==> config.mk <==
export PLATFORM = sky130hd
export DESIGN_NAME = marquee_scan_ctrl
export DESIGN_NICKNAME = d
export VERILOG_FILES = /design/src/rtl/marquee_scan_ctrl.sv
export SDC_FILE = /design/constraint.sdc
export NUM_CORES = 1
export LEC_CHECK = 0
export CAP_MARGIN = 40
export CORE_ASPECT_RATIO = 0.7
export CORE_MARGIN = 5
export CORE_UTILIZATION = 25
export CTS_CLUSTER_DIAMETER = 80
export DETAILED_ROUTE_END_ITERATION = 7
export MAX_ROUTING_LAYER = met4
export PLACE_DENSITY = 0.41
export SKIP_CTS_REPAIR_TIMING = 1
export SLEW_MARGIN = 15
export SYNTH_ARGS = -nofsm -noshare
export SYNTH_HDL_FRONTEND = slang
export SYNTH_SLANG_ARGS = --single-unit
export TNS_END_PERCENT = 50
==> constraint.sdc <==
create_clock -name clk -period 4.8 [get_ports clk]
set_clock_uncertainty 0.15 [all_clocks]
set_input_delay 1.2 -clock clk [delete_from_list [all_inputs] [get_ports clk]]
set_output_delay 1.2 -clock clk [all_outputs]
set_load 0.03 [all_outputs]
==> src/rtl/marquee_scan_ctrl.sv <==
// Scan and scroll controller for the 16-segment marquee: walks a message buffer
// through one shared char ROM, one digit slot at a time, and scrolls left every STEP_FRAMES scans.
module marquee_scan_ctrl #(
  parameter int DIGITS      = 4,
  parameter int MSG_DEPTH   = 32,
  parameter int SCAN_DIV    = 1000,
  parameter int GUARD_CYC   = 16,
  parameter int STEP_FRAMES = 50,
  localparam int AW = $clog2(MSG_DEPTH)
) (
  input  logic              clk,
  input  logic              rst_n,
  input  logic              wr_en,
  input  logic [AW-1:0]     wr_addr,
  input  logic [7:0]        wr_data,
  input  logic [AW:0]       msg_len,
  input  logic              run,
  output logic [7:0]        ascii,
  output logic [DIGITS-1:0] digit_en,
  output logic              busy,
  output logic              step
);

  localparam int CW = $clog2(SCAN_DIV);
  localparam int FW = $clog2(STEP_FRAMES + 1);
  localparam int DW = (DIGITS > 1) ? $clog2(DIGITS) : 1;

  localparam logic [1:0] ST_IDLE  = 2'd0;
  localparam logic [1:0] ST_GUARD = 2'd1;
  localparam logic [1:0] ST_SHOW  = 2'd2;

  localparam logic [CW-1:0] GUARD_LAST = CW'(GUARD_CYC - 1);
  localparam logic [CW-1:0] SLOT_LAST  = CW'(SCAN_DIV - 1);
  localparam logic [FW-1:0] FRAME_LAST = FW'(STEP_FRAMES - 1);
  localparam logic [DW-1:0] DIGIT_LAST = DW'(DIGITS - 1);

  logic [1:0]        state_q, state_d;
  logic [CW-1:0]     cnt_q, cnt_d;
  logic [DW-1:0]     digit_q, digit_d;
  logic [AW-1:0]     rd_ptr_q, rd_ptr_d;
  logic [AW-1:0]     head_q, head_d;
  logic [FW-1:0]     frame_q, frame_d;
  logic [AW:0]       len_q, len_d;
  logic [7:0]        ascii_q, ascii_d;
  logic [DIGITS-1:0] digit_en_q, digit_en_d;
  logic              step_q, step_d;
  logic              load;
  logic [AW-1:0]     head_adv;

  logic [7:0] mem_q [MSG_DEPTH];

  function automatic logic [AW:0] clamp_len(input logic [AW:0] l);
    if (l > (AW+1)'(MSG_DEPTH)) return (AW+1)'(MSG_DEPTH);
    return l;
  endfunction

  // Wraps on anything at or past the last message entry, so a stale pointer can never escape.
  function automatic logic [AW-1:0] next_ptr(input logic [AW-1:0] p, input logic [AW:0] l);
    if (l == '0 || {1'b0, p} >= l - 1'b1) return '0;
    return p + 1'b1;
  endfunction

  always_comb begin
    state_d    = state_q;
    cnt_d      = cnt_q;
    digit_d    = digit_q;
    rd_ptr_d   = rd_ptr_q;
    head_d     = head_q;
    frame_d    = frame_q;
    len_d      = len_q;
    ascii_d    = ascii_q;
    digit_en_d = digit_en_q;
    step_d     = 1'b0;
    load       = 1'b0;
    head_adv   = next_ptr(head_q, len_q);
    case (state_q)
      ST_IDLE: begin
        ascii_d    = 8'h00;
        digit_en_d = '0;
        if (run) begin
          state_d = ST_GUARD;
          len_d   = clamp_len(msg_len);
          // A retained head outside a shorter new message restarts from the first character.
          head_d   = ({1'b0, head_q} >= len_d) ? '0 : head_q;
          rd_ptr_d = head_d;
          digit_d  = '0;
          cnt_d    = '0;
          load     = 1'b1;
        end
      end
      ST_GUARD: begin
        if (!run) begin
          state_d    = ST_IDLE;
          cnt_d      = '0;
          ascii_d    = 8'h00;
          digit_en_d = '0;
        end else begin
          cnt_d = cnt_q + 1'b1;
          if (cnt_q == GUARD_LAST) begin
            state_d    = ST_SHOW;
            digit_en_d = DIGITS'(1) << digit_q;
          end
        end
      end
      ST_SHOW: begin
        if (!run) begin
          state_d    = ST_IDLE;
          cnt_d      = '0;
          ascii_d    = 8'h00;
          digit_en_d = '0;
        end else if (cnt_q == SLOT_LAST) begin
          state_d    = ST_GUARD;
          cnt_d      = '0;
          digit_en_d = '0;
          load       = 1'b1;
          if (digit_q != DIGIT_LAST) begin
            digit_d  = digit_q + 1'b1;
            rd_ptr_d = next_ptr(rd_ptr_q, len_q);
          end else begin
            digit_d = '0;
            if (frame_q == FRAME_LAST) begin
              frame_d  = '0;
              head_d   = head_adv;
              rd_ptr_d = head_adv;
              step_d   = 1'b1;
            end else begin
              frame_d  = frame_q + 1'b1;
              rd_ptr_d = head_q;
            end
          end
        end else begin
          cnt_d = cnt_q + 1'b1;
        end
      end
      default: begin
        state_d    = ST_IDLE;
        cnt_d      = '0;
        ascii_d    = 8'h00;
        digit_en_d = '0;
      end
    endcase
    // The slot character is fetched once at GUARD entry, from the already-advanced pointer.
    if (load) ascii_d = (len_d == '0) ? 8'h00 : mem_q[rd_ptr_d];
  end

  always_ff @(posedge clk or negedge rst_n) begin
    if (!rst_n) begin
      state_q    <= ST_IDLE;
      cnt_q      <= '0;
      digit_q    <= '0;
      rd_ptr_q   <= '0;
      head_q     <= '0;
      frame_q    <= '0;
      len_q      <= '0;
      ascii_q    <= 8'h00;
      digit_en_q <= '0;
      step_q     <= 1'b0;
    end else begin
      state_q    <= state_d;
      cnt_q      <= cnt_d;
      digit_q    <= digit_d;
      rd_ptr_q   <= rd_ptr_d;
      head_q     <= head_d;
      frame_q    <= frame_d;
      len_q      <= len_d;
      ascii_q    <= ascii_d;
      digit_en_q <= digit_en_d;
      step_q     <= step_d;
    end
  end

  always_ff @(posedge clk) begin
    if (wr_en) mem_q[wr_addr] <= wr_data;
  end

  assign ascii    = ascii_q;
  assign digit_en = digit_en_q;
  assign busy     = (state_q != ST_IDLE);
  assign step     = step_q;

endmodule

## Word level (Yosys, flattened, before mapping)

Memory sizes are Yosys's and may differ from the RTL's.
Index checks and enable logic that the tools add are counted.

- Div/mod/pow operators: 0
- Shift operators: 1
- Multiplexer cells: 68
- Add/subtract/negate cells: 6
- Order comparisons: 4
- $mul: 0
- Equal/unequal tests: 13
- Reduce and logical (&&, ||, !) cells: 13
- Bitwise operators: 1

Operators with widths:

| kind | number |
|---|---|
| $mux 5 | 14 |
| $mux 6 | 7 |
| $mux 10 | 4 |
| $mux 8 | 4 |
| $pmux 10 s3 | 1 |
| $pmux 5 s2 | 2 |
| $mux 1 | 19 |
| $ge 5x6->1 | 3 |
| $mux 2 | 9 |
| $mux 4 | 4 |
| $logic_not 6->1 | 2 |
| $add 10x1->10 const B | 1 |
| $add 5x1->5 const B | 2 |
| $eq 10x10->1 const B | 1 |
| $eq 10x4->1 const B | 1 |
| $ne 2x2->1 const B | 5 |
| $pmux 4 s2 | 1 |
| $reduce_and 4->1 | 2 |
| $add 6x1->6 const B | 1 |
| $eq 6x6->1 const B | 1 |
| $gt 6x6->1 const B | 1 |
| $ne 3x3->1 const B | 2 |
| $pmux 2 s3 | 1 |
| $sub 6x1->6 const B | 1 |
| other kinds (15) | 17 |

- Memories kept: 1
- Input bits: 23
- Flip-flop bits (word level): 49
- Output and inout bits: 14
- Word-level logic and storage cells: 117
- RAM bits: 256
- Bits in read-only memories: 0
- Latch bits: 0

Memory list:

| name | words | width | read ports | clocked after Yosys merged registers in | wr ports | RTL line | source |
|---|---|---|---|---|---|---|---|
| mem_q | 32 | 8 | 1 | 0 | 1 | 50 | `logic [7:0] mem_q [MSG_DEPTH];` |

## Logic depth before layout (Yosys ltp)

An unclocked memory read counts as a cell.

- Depth after elaboration: 16
- Depth in mapped cells: 18
- Mapped depth without buffers: 16

## Worst setup path after synthesis

Ideal clock, no wire load.

- Path kind: input to register
- Start point: in msg_len[5]
- End point: reg ascii_q[5] (netlist: ascii[5])
- Data required time: 4.513 ns
- Buffers on the path: 1
- Stages on the path: 13
- Path slack: 0.797 ns
- Arrival time: 3.716 ns
- Setup time: 0.137 ns
- Cell sequence: nand2b_1 > ha_1 > a21o_1 > a31oi_1 > o31ai_1 > o2bb2ai_1 > a22o_1 > a31oi_1 > inv_2 > buf_2 > mux2_2 > a22oi_1 > o311ai_1

- Cells in the longest elaborated chain, start to end: 14
- Elaborated cells between the ends (all ways): 17
- Those cells by class: order compare (2); mux (13); reduce/logical (1); memory (1)

Ends and longest elaborated chain:

| item | RTL line | source |
|---|---|---|
| start: declaration | 16 | `input logic [AW:0] msg_len,` |
| $gt 6x6->1 | 53 | `if (l > (AW+1)'(MSG_DEPTH)) return (AW+1)'(MSG_DEPTH);` |
| $mux 1 | 53 |  |
| $mux 1 | 80 | `if (run) begin` |
| $mux 1 | 76 | `case (state_q)` |
| $mux 6 (*) | 54 | `return l;` |
| $mux 6 (*) | 80 |  |
| $mux 6 (*) | 76 |  |
| $ge 5x6->1 (*) | 84 | `head_d = ({1'b0, head_q} >= len_d) ? '0 : head_q;` |
| $mux 5 (*) | 84 |  |
| $mux 5 (*) | 80 |  |
| $pmux 5 s2 (*) | 76 |  |
| via rd_ptr_d[2] | 40 | `logic [AW-1:0] rd_ptr_q, rd_ptr_d;` |
| $mem_v2 32x8 (*) | - |  |
| $mux 8 (*) (2 in series) | 143 | `if (load) ascii_d = (len_d == '0) ? 8'h00 : mem_q[rd_ptr_d];` |
| end signal: assignment | 166 | `ascii_q <= ascii_d;` |
| end: declaration | 44 | `logic [7:0] ascii_q, ascii_d;` |

The timed path passes the listed nets; every way through them passes the cells marked *. The select of a mux whose other input is x is not followed.
A chain may end at the register's enable or synchronous reset.

## Worst setup path after layout

- Start point: reg len_q[0]
- End point: reg ascii_q[0] (netlist: ascii[0])

- Cells in the longest elaborated chain, start to end: 16
- Elaborated cells between the ends (all ways): 25
- Those cells by class: add/sub (1); order compare (2); mux (17); reduce/logical (4); memory (1)

Ends and longest elaborated chain:

| item | RTL line | source |
|---|---|---|
| start: declaration | 43 | `logic [AW:0] len_q, len_d;` |
| start signal: assignment | 165 | `len_q <= len_d;` |
| $sub 6x1->6 | 59 | `if (l == '0 \|\| {1'b0, p} >= l - 1'b1) return '0;` |
| $ge 5x6->1 | 59 |  |
| $logic_or 1x1->1 | 59 |  |
| $mux 1 | 59 |  |
| $mux 1 | 116 | `if (digit_q != DIGIT_LAST) begin` |
| $mux 1 | 111 | `end else if (cnt_q == SLOT_LAST) begin` |
| $mux 1 | 106 | `if (!run) begin` |
| $mux 1 | 76 |  |
| $mux 5 | 60 | `return p + 1'b1;` |
| $mux 5 | 116 |  |
| $mux 5 | 111 |  |
| $mux 5 | 106 |  |
| $pmux 5 s2 | 76 |  |
| $mem_v2 32x8 | - |  |
| $mux 8 (*) (2 in series) | 143 |  |

Every way passes the cells marked *; elsewhere a longest branch is shown, timed or not. The select of a mux whose other input is x is not followed.

==> impl_metrics.tcl <==
set metrics [dict create \
    status "finished clean" \
    synth_cells 987 \
    yosysSeqAreaShare_pct 64.7 \
    ios 37 \
    max-vdd-ir-drop_mv 0.197 \
    ys.flop_type "edfxtp_1" \
    routabilityCongestion 0.772 \
    avgRoutedWirePerCell_um 20.1 \
    synth_compound_area_share_pct 8.47 \
    synthXorXnorAreaFrac_pct 0.572 \
    cts_tree "done" \
    synth_area_leaders "edfxtp_1 (56%), mux2i_1 (9.6%), dfrtp_1 (8.9%)" \
    path_clk_slew_ps 60 \
    rsz0062_at_grt "false" \
    max_cap_viol_count 0 \
    setup_violations 0 \
    max_freq_ghz 0.224 \
    io_buffers 36 \
    core_area_um2 54900 \
    numClockSinks 305 \
    die-area_um2 60000 \
    ant_nets 0 \
    syn_area_um2 13800 \
    clock_latency_ps 540 \
    ys_ff_latch 305 \
    drive_above_1_share_pct 18.2 \
    powerDensity_nw_per_um2 378 \
    yosysTopAreaCellShare_pct 55.8 \
    layout.cells.non_filler 1893 \
    synthSimpleGateAreaFrac_pct 8.20 \
    hpwl_um 25500 \
    hold_slack_ps 359 \
    grt_pass1_wl_um 57100 \
    placedCellCount 1832 \
    worstMarginPinSlew_ps 831 \
    yosysUniqueCellTypes 62 \
    setup_slack_ps 345 \
    synth_top_family_by_area "multiplexers" \
    start_kind "flop" \
    relSlewSlack_pct 44.4 \
    syn_nets 1038 \
    synth-adder-area-share_pct 2.54 \
    muxShareOfSynthArea_pct 12.7 \
    fillers 5454 \
    cts_max_path_buffers 3 \
    fp.dieW_um 291 \
    htree_levels 2 \
    final_hold_viol_count 0 \
    worst-endpoint-required_ps 5050 \
    routed_wl_um 38000 \
    dr.pass1.iters 5 \
    grt_max_degree 33 \
    initial_core_util_pct 25.1 \
    async_reset_ff_share_pct 16.1 \
    drc 0 \
    syn_to_final_growth_pct 22.1 \
    cts_buffers 35 \
    synth_edf_count 256 \
    cp_max_fo 31 \
    min_period_ps 4450 \
    drv_slew 0 \
    post-route-period-util_pct 92.8 \
    path_class "reg -> reg" \
    dieHeight_um 206 \
    vias 8613 \
    vias_per_cell 4.55 \
    grt_usage_pct 12.9 \
    antennaDiodeCount 0 \
    end_kind "flop" \
    p_total_w 0.00635 \
    grt_overflow 0 \
    power.leakage_nw 5.85 \
    synth_top_area_cell "edfxtp_1" \
    antenna_found_initial 3 \
    cts-root-buf "clkbuf_16" \
    hp-class "reg -> reg" \
    synth_area_per_cell_um2 14.0 \
    drt_iter0_drc 611 \
    place_ws_ps -195 \
    ys_warn_count 0 \
    arrival_ps 4710 \
    layout.nets 1180 \
    row_count 72 \
    grt_pass1_vias 8470 \
]
## final timing paths
check                                          start              endpoint  slack (ps)  cells past startpoint
worst max-delay path              len_q[0]$_DFF_PN0_  ascii[0]$_DFFE_PN0P_         350                     17
worst min-delay path            cnt_q[1]$_DFFE_PN0N_  cnt_q[1]$_DFFE_PN0N_         360                      2
worst max register to register    len_q[0]$_DFF_PN0_  ascii[0]$_DFFE_PN0P_         350                     17
worst min register to register  cnt_q[1]$_DFFE_PN0N_  cnt_q[1]$_DFFE_PN0N_         360                      2
max in group asynchronous                      rst_n    len_q[1]$_DFF_PN0_        3090                      2
min in group asynchronous                      rst_n  ascii[4]$_DFFE_PN0P_         550                      1
## stage by stage
stage	area, um^2	utilization [%]	TNS [ps]
global placement	15700	28.7	-808
finish	16800	30.7	0
detailed placement	15800	28.7	-1050
floorplan	13800	-	0
global route	16800	30.7	0
CTS	16800	30.7	0
## cells in the mapped netlist, types with 6 or more instances
cell	n
edfxtp_1	256
mux2i_1	132
nor2_1	91
nand2_1	54
dfrtp_1	49
o21ai_0	41
mux2_2	38
a21oi_1	34
ha_1	28
a211oi_1	24
nand3_1	19
clkbuf_1	18
inv_1	14
a22oi_1	12
nand2b_1	12
o31ai_1	10
a22o_1	9
buf_2	9
a21o_1	8
a31oi_1	8
and3_1	8
nand4_1	7
buf_6	6
or3_1	6
## cell usage in the layout, fill, tap and decap left out, drive strengths merged, types with 6 or more instances in the layout
cell type and count:
ha 28, inv 17, nor2 91, edfxtp 256, mux2i 132, nand2b 12
nand2 54, a31oi 8, a21oi 34, a21o 8, clkbuf 46, buf 114
and3 9, a22o 9, o21ai 44, a211oi 24, nand4 7, clkinv 13
or3 6, clkdlybuf4s50 35, a22oi 12, dfrtp 49, mux2 38, o31ai 10
nand3 19
## worst max-delay path, stage by stage, from the launching register on
cell and delay (ps):
dfrtp_1 410, inv_1 130, ha_1 260, xnor2_2 160
ha_1 310, a21o_1 180, a31oi_1 150, o31ai_1 120
or4b_1 520, a32o_1 230, and3_4 200, inv_6 140
buf_12 250, buf_4 220, mux2i_1 390, a21oi_1 110
o21ai_0 220, o311ai_1 130
## state kept, by name, summed over array words and instances (netlist names)
signal / count
digit_en: 4
state_q: 2
digit_q: 2
len_q: 6
frame_q: 6
ascii: 8
step: 1
head_q: 5
cnt_q: 10
rd_ptr_q: 5
mem_q: 256
## power by group
part | switching, W | internal [W]
registers | 0.0000753 | 0.00295
logic | 0.000513 | 0.000314
clock network | 0.00107 | 0.00143
total | 0.00165 | 0.00470
## per-layer routing
| metal | up-vias | track usage (%) | share of wire [%] |
|---|---|---|---|
| met5 | - | - | 0 |
| met4 | 0 | 2.60 | 1.3 |
| met3 | 37 | 2.41 | 5.2 |
| met2 | 203 | 17.6 | 40 |
| met1 | 4309 | 20.0 | 53 |
| li1 | 4064 | - | - |
## area by class of cell
class	count	area (um^2)	share of cell area, %
repair buffers	149	1350	8.05
flip-flops and latches	305	8910	53.0
well taps	740	926	5.50
multi-input cells	621	4510	26.8
inverters	17	68.8	0.409
clock buffers	46	938	5.58
clock inverters	15	113	0.669
## kinds of logic (layout without fill, tap and decap cells)
| kind of cell | Yosys count | after routing |
|---|---|---|
| compound gates | 178 | 178 |
| xor+xnor | 9 | 9 |
| fa+ha+maj | 28 | 28 |
| buf+inv | 61 | 227 |
| flops | 305 | 305 |
| mux | 170 | 170 |
| simple gates | 236 | 236 |
No activity file was read; power rests on OpenSTA's default activity.
